===== config.mk =====
export PLATFORM = sky130hd
export DESIGN_NAME = vending_controller_flat
export DESIGN_NICKNAME = d
export VERILOG_FILES = /design/src/rtl/vending_pkg.sv /design/src/rtl/vending_if.sv /design/src/rtl/vending_edge_rise.sv /design/src/rtl/vending_controller.sv /design/src/flat_wrapper.sv
export SDC_FILE = /design/constraint.sdc
export NUM_CORES = 1
export LEC_CHECK = 0
export BUFFER_PORTS_ARGS = -buffer_cell sky130_fd_sc_hd__buf_2
export CORE_MARGIN = 3
export CORE_UTILIZATION = 55
export CTS_CLUSTER_SIZE = 8
export DETAILED_ROUTE_END_ITERATION = 6
export GPL_TIMING_DRIVEN = 0
export PLACE_DENSITY = 0.72
export SYNTH_ARGS = -nofsm -noshare
export SYNTH_HDL_FRONTEND = slang
export SYNTH_SLANG_ARGS = --single-unit

===== constraint.sdc =====
create_clock -name clk -period 8.65 [get_ports clk]
set_input_delay 2.1625 -clock clk [delete_from_list [all_inputs] [get_ports clk]]
set_output_delay 2.1625 -clock clk [all_outputs]
set_load 0.02 [all_outputs]

===== src/rtl/vending_pkg.sv =====
// vending_pkg: shared states, defaults and width helper for the vending controller
package vending_pkg;
  typedef enum logic [1:0] {IDLE, CREDIT, VEND, CHANGE} state_t;
  localparam logic [31:0] DEF_COIN_VALS = {16'd500, 16'd100};
  localparam logic [63:0] DEF_PRICES = {16'd500, 16'd400, 16'd300, 16'd300};
  function automatic int idx_w(input int n);
    return n > 1 ? $clog2(n) : 1;
  endfunction
endpackage


===== src/rtl/vending_if.sv =====
// vending_if: front panel and actuator signals of the vending controller
interface vending_if #(parameter int VAL_W = 16, parameter int N_COIN = 2, parameter int N_PROD = 4);
  logic [N_COIN-1:0] coin;
  logic [N_PROD-1:0] prod_btn, prod_empty;
  logic return_btn, vend_done, ret_ack;
  logic [VAL_W-1:0] credit;
  logic seg_en, vend_req, change_req, coin_reject, low_credit;
  logic [vending_pkg::idx_w(N_PROD)-1:0] vend_id;
  modport master (output coin, prod_btn, prod_empty, return_btn, vend_done, ret_ack,
                  input credit, seg_en, vend_req, vend_id, change_req, coin_reject, low_credit);
  modport slave (input coin, prod_btn, prod_empty, return_btn, vend_done, ret_ack,
                 output credit, seg_en, vend_req, vend_id, change_req, coin_reject, low_credit);
endinterface


===== src/rtl/vending_edge_rise.sv =====
// edge_rise: W-bit rising-edge detector against a registered copy of the input
module edge_rise #(parameter int W = 1) (
  input  logic         clk,
  input  logic         reset,
  input  logic [W-1:0] d,
  output logic [W-1:0] rise
);
  logic [W-1:0] q;
  always_ff @(posedge clk) q <= reset ? '0 : d;
  assign rise = d & ~q;
endmodule


===== src/rtl/vending_controller.sv =====
// vending_controller: multi-product, multi-coin vending FSM with credit, dispense and change handshakes
module vending_controller import vending_pkg::*; #(
  parameter int VAL_W = 16,
  parameter int N_COIN = 2,
  parameter logic [N_COIN*VAL_W-1:0] COIN_VALS = DEF_COIN_VALS,
  parameter int N_PROD = 4,
  parameter logic [N_PROD*VAL_W-1:0] PRICES = DEF_PRICES,
  parameter int MAX_CREDIT = 2000,
  parameter int RET_UNIT = 100,
  parameter int TIMEOUT_CYC = 30_000_000,
  parameter bit AUTO_CHANGE = 1'b0
) (
  input logic clk,
  input logic reset,
  vending_if.slave bus
);
  localparam int IW = idx_w(N_PROD);
  localparam logic [VAL_W-1:0] RU = VAL_W'(RET_UNIT);
  localparam logic [VAL_W:0] MAXC = (VAL_W+1)'(MAX_CREDIT);
  localparam logic [31:0] TLIM = 32'(TIMEOUT_CYC - 1);
  state_t state, next;
  logic [VAL_W-1:0] credit, coin_val, sel_price, vend_price, rem, pay;
  logic [VAL_W:0] coin_sum;
  logic [IW-1:0] sel, vend_id;
  logic [N_COIN-1:0] coin_rise;
  logic [N_PROD-1:0] btn_rise;
  logic [31:0] tcnt;
  logic coin_any, coin_multi, coin_ok, sel_ok, btn_any, activity, timeout, coin_reject, low_credit;
  edge_rise #(.W(N_COIN)) u_coin (.clk(clk), .reset(reset), .d(bus.coin), .rise(coin_rise));
  edge_rise #(.W(N_PROD)) u_btn (.clk(clk), .reset(reset), .d(bus.prod_btn), .rise(btn_rise));
  // descending loops leave the lowest set index selected
  always_comb begin
    coin_val = '0;
    for (int i = N_COIN - 1; i >= 0; i--) if (coin_rise[i]) coin_val = COIN_VALS[i*VAL_W +: VAL_W];
    sel = '0;
    for (int i = N_PROD - 1; i >= 0; i--) if (bus.prod_btn[i]) sel = IW'(i);
  end
  assign coin_any = |coin_rise;
  assign coin_multi = |(coin_rise & (coin_rise - N_COIN'(1)));
  assign coin_sum = {1'b0, credit} + {1'b0, coin_val};
  assign coin_ok = coin_any && (state == IDLE || state == CREDIT) && coin_sum <= MAXC;
  assign sel_price = PRICES[int'(sel)*VAL_W +: VAL_W];
  assign vend_price = PRICES[int'(vend_id)*VAL_W +: VAL_W];
  assign rem = credit - vend_price;
  assign pay = credit <= RU ? '0 : credit - RU;
  assign sel_ok = credit >= sel_price && !bus.prod_empty[sel];
  assign btn_any = |btn_rise;
  assign activity = coin_any || |bus.prod_btn || bus.return_btn;
  assign timeout = TIMEOUT_CYC != 0 && state == CREDIT && !activity && tcnt == TLIM;
  always_comb begin
    next = state;
    case (state)
      IDLE:    next = coin_ok ? CREDIT : IDLE;
      CREDIT:  next = bus.return_btn || timeout ? CHANGE : btn_any && sel_ok ? VEND : CREDIT;
      VEND:    next = !bus.vend_done ? VEND : rem == '0 ? IDLE : AUTO_CHANGE ? CHANGE : CREDIT;
      CHANGE:  next = credit == '0 || (bus.ret_ack && credit <= RU) ? IDLE : CHANGE;
      default: next = IDLE;
    endcase
  end
  always_ff @(posedge clk) begin
    if (reset) begin
      state <= IDLE;
      credit <= '0;
      tcnt <= '0;
      coin_reject <= 1'b0;
      low_credit <= 1'b0;
      vend_id <= '0;
    end else begin
      state <= next;
      credit <= coin_ok ? coin_sum[VAL_W-1:0] : state == VEND && bus.vend_done ? rem :
                state == CHANGE && bus.ret_ack ? pay : credit;
      tcnt <= state == CREDIT && !activity && !timeout ? tcnt + 32'd1 : '0;
      coin_reject <= coin_any && (coin_multi || !coin_ok);
      low_credit <= state == CREDIT && !bus.return_btn && btn_any && !sel_ok;
      if (state == CREDIT && next == VEND) vend_id <= sel;
    end
  end
  always_comb begin
    bus.seg_en = state != IDLE;
    bus.vend_req = state == VEND;
    bus.change_req = state == CHANGE;
    bus.credit = credit;
    bus.vend_id = vend_id;
    bus.coin_reject = coin_reject;
    bus.low_credit = low_credit;
  end
endmodule

===== src/flat_wrapper.sv =====
// flat-port wrapper written by rule: the top's interface ports become plain ports
module vending_controller_flat import vending_pkg::*;
#(
  parameter int VAL_W = 16,
  parameter int N_COIN = 2,
  parameter logic [N_COIN*VAL_W-1:0] COIN_VALS = DEF_COIN_VALS,
  parameter int N_PROD = 4,
  parameter logic [N_PROD*VAL_W-1:0] PRICES = DEF_PRICES,
  parameter int MAX_CREDIT = 2000,
  parameter int RET_UNIT = 100,
  parameter int TIMEOUT_CYC = 30_000_000,
  parameter bit AUTO_CHANGE = 1'b0
)
  (clk, reset, bus_coin, bus_prod_btn, bus_prod_empty, bus_return_btn, bus_vend_done, bus_ret_ack, bus_credit, bus_seg_en, bus_vend_req, bus_vend_id, bus_change_req, bus_coin_reject, bus_low_credit);
  vending_if #(.VAL_W(VAL_W), .N_COIN(N_COIN), .N_PROD(N_PROD)) bus_i ();
  input logic clk;
  input logic reset;
  input wire logic [$bits(bus_i.coin)-1:0] bus_coin;
  input wire logic [$bits(bus_i.prod_btn)-1:0] bus_prod_btn;
  input wire logic [$bits(bus_i.prod_empty)-1:0] bus_prod_empty;
  input wire logic [$bits(bus_i.return_btn)-1:0] bus_return_btn;
  input wire logic [$bits(bus_i.vend_done)-1:0] bus_vend_done;
  input wire logic [$bits(bus_i.ret_ack)-1:0] bus_ret_ack;
  output wire logic [$bits(bus_i.credit)-1:0] bus_credit;
  output wire logic [$bits(bus_i.seg_en)-1:0] bus_seg_en;
  output wire logic [$bits(bus_i.vend_req)-1:0] bus_vend_req;
  output wire logic [$bits(bus_i.vend_id)-1:0] bus_vend_id;
  output wire logic [$bits(bus_i.change_req)-1:0] bus_change_req;
  output wire logic [$bits(bus_i.coin_reject)-1:0] bus_coin_reject;
  output wire logic [$bits(bus_i.low_credit)-1:0] bus_low_credit;
  assign bus_i.coin = bus_coin;
  assign bus_i.prod_btn = bus_prod_btn;
  assign bus_i.prod_empty = bus_prod_empty;
  assign bus_i.return_btn = bus_return_btn;
  assign bus_i.vend_done = bus_vend_done;
  assign bus_i.ret_ack = bus_ret_ack;
  assign bus_credit = bus_i.credit;
  assign bus_seg_en = bus_i.seg_en;
  assign bus_vend_req = bus_i.vend_req;
  assign bus_vend_id = bus_i.vend_id;
  assign bus_change_req = bus_i.change_req;
  assign bus_coin_reject = bus_i.coin_reject;
  assign bus_low_credit = bus_i.low_credit;
  vending_controller #(.VAL_W(VAL_W), .N_COIN(N_COIN), .COIN_VALS(COIN_VALS), .N_PROD(N_PROD), .PRICES(PRICES), .MAX_CREDIT(MAX_CREDIT), .RET_UNIT(RET_UNIT), .TIMEOUT_CYC(TIMEOUT_CYC), .AUTO_CHANGE(AUTO_CHANGE)) u_core (.clk(clk), .reset(reset), .bus(bus_i));
endmodule

==> impl_results.md <==
* Port Buffers at 34
* Nets at 642
* Hold path endpoint: u_core.tcnt[0]$_SDFF_PP0_
* Hold Path Origin: u_core.tcnt[0]$_SDFF_PP0_
* Netlist cell types at between 70 and 80
* Vias per std cell at between 6 and 7
* Clk buf depth at 2
* Die span in x at approximately 95 um
* Pwr/cell area at ~220 mW/mm^2
* Root Buffer: clkbuf_8
* Fraction of registers with async set/reset at 0%
* Fin. Hold Viols at 0
* Ports at 38
* Max Fclk at roughly 170 MHz
* CTS tree: yes
* Design Power at approximately 1100 uW
* Final wirelength at between 10,000 and 15,000 um
* Max cap viols at 0
* H-tree Lvls at 3
* Post-synth EDFFs at 0
* Outcome: finished clean
* DP Wirelength at between 9000 and 10,000 um
* Pleak at 0.001871 uW
* Worst hold stages at 1
* Post-layout util at roughly two thirds
* Overflow after GRT at 0
* Nature of the critical path endpoint: flop
* Largest net degree at the start of global routing at 13
* Most area-hungry cell type in the Yosys netlist: dfxtp_1
* Antenna Nets Post-Route at 0
* Synth Warn # at 0
* DRC Markers at 0
* RSZ-0062 raised after global routing: false
* Maximum vdd drop at 0.0001071 V
* Clk slew on worst S/H paths at about 0.07 ns
* RePlAce Congestion at 0.9197
* Core box area at 0.007486 mm^2
* Num rows at 31
* Tmin final at between 5 and 6 ns
* Count of final setup violators at 0
* Final Max Tran Viols at 0
* Clk_skew at around 0.017 ns
* Area occupied by multi-input gates at between 0.002 and 0.003 mm^2
* Layout Cells excl Fill at between 700 and 800
* Worst reg2reg path depth at 14
* Total CTS buffers at 9
* Worst setup path category: in -> reg
* Top FF cell, synth: dfxtp_1
* Proportion of layout cells with a drive suffix above 1 at about 15%
* Initial Utilization at around three fifths
* Area Growth Syn to Fin at 11.44%
* Max_slew headroom at a little over a quarter
* Synthesized instance count at 564
* Worst Path Max Fanout at 10
* First-pass GRT wire length at 20,200 um
* Ant diodes at 0
* R2r endpoint: u_core.bus.credit[5]$_SDFFE_PP0P_
* Clock latency on the worst-skew pair at 0.33 ns
* Reg area at around 0.0012 mm^2
* CTS Sinks at between 50 and 60
* CTS resizes at 0
* Fill count at 699
* Post-CTS setup buffer count at 0
* Setup slack, reg-to-reg at ~4.5 ns
* Placed cells at approximately 700
* Synthesized flop and latch total at 58
* Antenna violations before repair at 0
* Mean area per synthesized cell at just under 8 um^2
* All-Layer GR Usage at 28.34%
* Main area contributors after synthesis: dfxtp_1 26%, nor2_1 7.5%, ha_1 4.8%, nand2_1 3.7%, xor2_1 3.6%
* Hold Path Class: reg -> reg
* Worst Tran Pin Value at 1.090 ns
* Final worst slack at around 2.9 ns
* Dpl ws at around 2.7 ns
* Die ar. at slightly above 0.009 mm^2
* Startpoint Class: primary input
* Worst EP required at between 8 and 9 ns
* Top-area cell type share of the netlist area at a little over a quarter
* Fin crit share at about two thirds
* Vias post-DR at 4,407
* Sequential share of the synthesized area at roughly a quarter
* R2R Path Start: u_core.u_coin.q[1]$_SDFF_PP0_
* Drt pass-1 iters at 5
* Crit path DAT at approximately 6.0 ns
* Initial DRC Count at approximately 380
* Die Height at approximately 95 um
* Drt wl/cell at 17.23 um
* Vias in the first global route at around 4,100
* Hold-fix buffers, CTS at 0
* Mapped Area at ~0.0044 mm^2
* Total Neg Setup Slack at 0 ns
[how the worst max path moves through the flow]
stage	depth (start not counted)	from	endpoint
2_1_floorplan	16	bus_coin[1]	u_core.bus.credit[4]$_SDFFE_PP0P_
3_3_place_gp	15	bus_coin[1]	u_core.bus.credit[5]$_SDFFE_PP0P_
3_5_place_dp	15	bus_coin[1]	u_core.bus.credit[5]$_SDFFE_PP0P_
4_1_cts	15	bus_coin[1]	u_core.bus.credit[5]$_SDFFE_PP0P_
5_1_grt	15	bus_coin[1]	u_core.bus.credit[5]$_SDFFE_PP0P_
6_report	15	bus_coin[1]	u_core.bus.credit[5]$_SDFFE_PP0P_
[registers in the layout, indices dropped and copies added, names as in the netlist]
signal	cells
u_core.u_coin.q	2
u_core.bus.credit	14
u_core.bus.coin_reject	1
u_core.u_btn.q	4
u_core.tcnt	32
u_core.bus.vend_id	2
u_core.state	2
u_core.bus.low_credit	1
[cell type report]
type / instances / share of cell area [%]
tap: 99 / 2.527
sequential: 58 / 23.69
buffer: 29 / 3.855
timing repair buffer: 34 / 3.472
clock buffer: 12 / 3.166
inverter: 25 / 1.915
multi-input combinational: 453 / 60.35
clock inverter: 4 / 1.021
[worst max-delay path: stages]
cell	delay, ns
buf_2	0.12
and2b_2	0.24
nor2_1	0.27
inv_1	0.15
ha_1	0.43
nand2_2	0.14
o211a_1	0.31
a2111oi_4	0.49
nand2_1	0.11
o21ai_0	0.24
nand4b_2	0.21
nor3b_4	0.58
buf_6	0.24
mux2i_1	0.24
nor2_1	0.07
[cell families (layout without fill, tap and decap cells)]
family	Yosys count	after routing	synth area share [%]
flops	58	58	26.40
compound gates	135	135	22.79
mux	9	9	2.191
buf+inv	54	104	6.430
xor+xnor	36	36	7.482
other cells	1	2	0.08527
simple gates	253	253	29.53
fa+ha+maj	18	18	5.092
[cells in the final DEF, fill, tap and decap left out, types with 9 or more instances in the layout]
| master | synthesis | layout |
|---|---|---|
| nand3_1 | 22 | 22 |
| xor2_1 | 18 | 18 |
| clkbuf_8 | 3 | 14 |
| nor2_1 | 88 | 88 |
| and3_1 | 9 | 9 |
| nand4_1 | 14 | 14 |
| nor3_1 | 18 | 18 |
| dfxtp_1 | 58 | 58 |
| inv_1 | 25 | 25 |
| buf_2 | 4 | 38 |
| ha_1 | 17 | 17 |
| o21ai_0 | 27 | 27 |
| a21oi_1 | 31 | 31 |
| or3_1 | 10 | 10 |
| xnor2_1 | 17 | 17 |
| nand2_1 | 43 | 43 |
| clkbuf_1 | 14 | 15 |
[power breakdown]
group	switching (uW)	total, uW	internal [uW]	leakage, uW
logic	303	481	178	0.00130
registers	31.3	314	282	0.000471
clock network	112	260	148	0.0000986
[synth_stat cells (5+ instances only)]
library cell and instances:
nor3_1 18, a31oi_1 7, nand4_1 14, or3_1 10
a21oi_1 31, ha_1 17, xnor2_1 17, nor4_1 6
o21a_1 7, xor2_1 18, clkbuf_1 14, nor2b_1 8
nand3_1 22, inv_1 25, nor2_1 88, and3_1 9
and2_1 5, dfxtp_1 58, o31ai_1 5, mux2i_1 7
nand2_1 43, o211ai_1 7, o21ai_0 27
[routing by layer]
layer	vias up	part of all wire [%]	GRT usage, %
li1	2122	-	-
met5	-	0	0
met3	30	8.7	5.683
met4	0	2.4	9.005
met1	2052	47	40.94
met2	203	42	42.22
[through the flow]
| step | hold slack, ns | cell area, um^2 |
|---|---|---|
| 2_1_floorplan | 0.4175 | 4402 |
| 3_3_place_gp | 0.4295 | 4696 |
| 3_5_place_dp | 0.4360 | 4696 |
| 4_1_cts | 0.4552 | 4901 |
| 5_1_grt | 0.4803 | 4901 |
| 6_report | 0.4507 | 4901 |
Note: power is estimated with default switching activity, not from simulation.
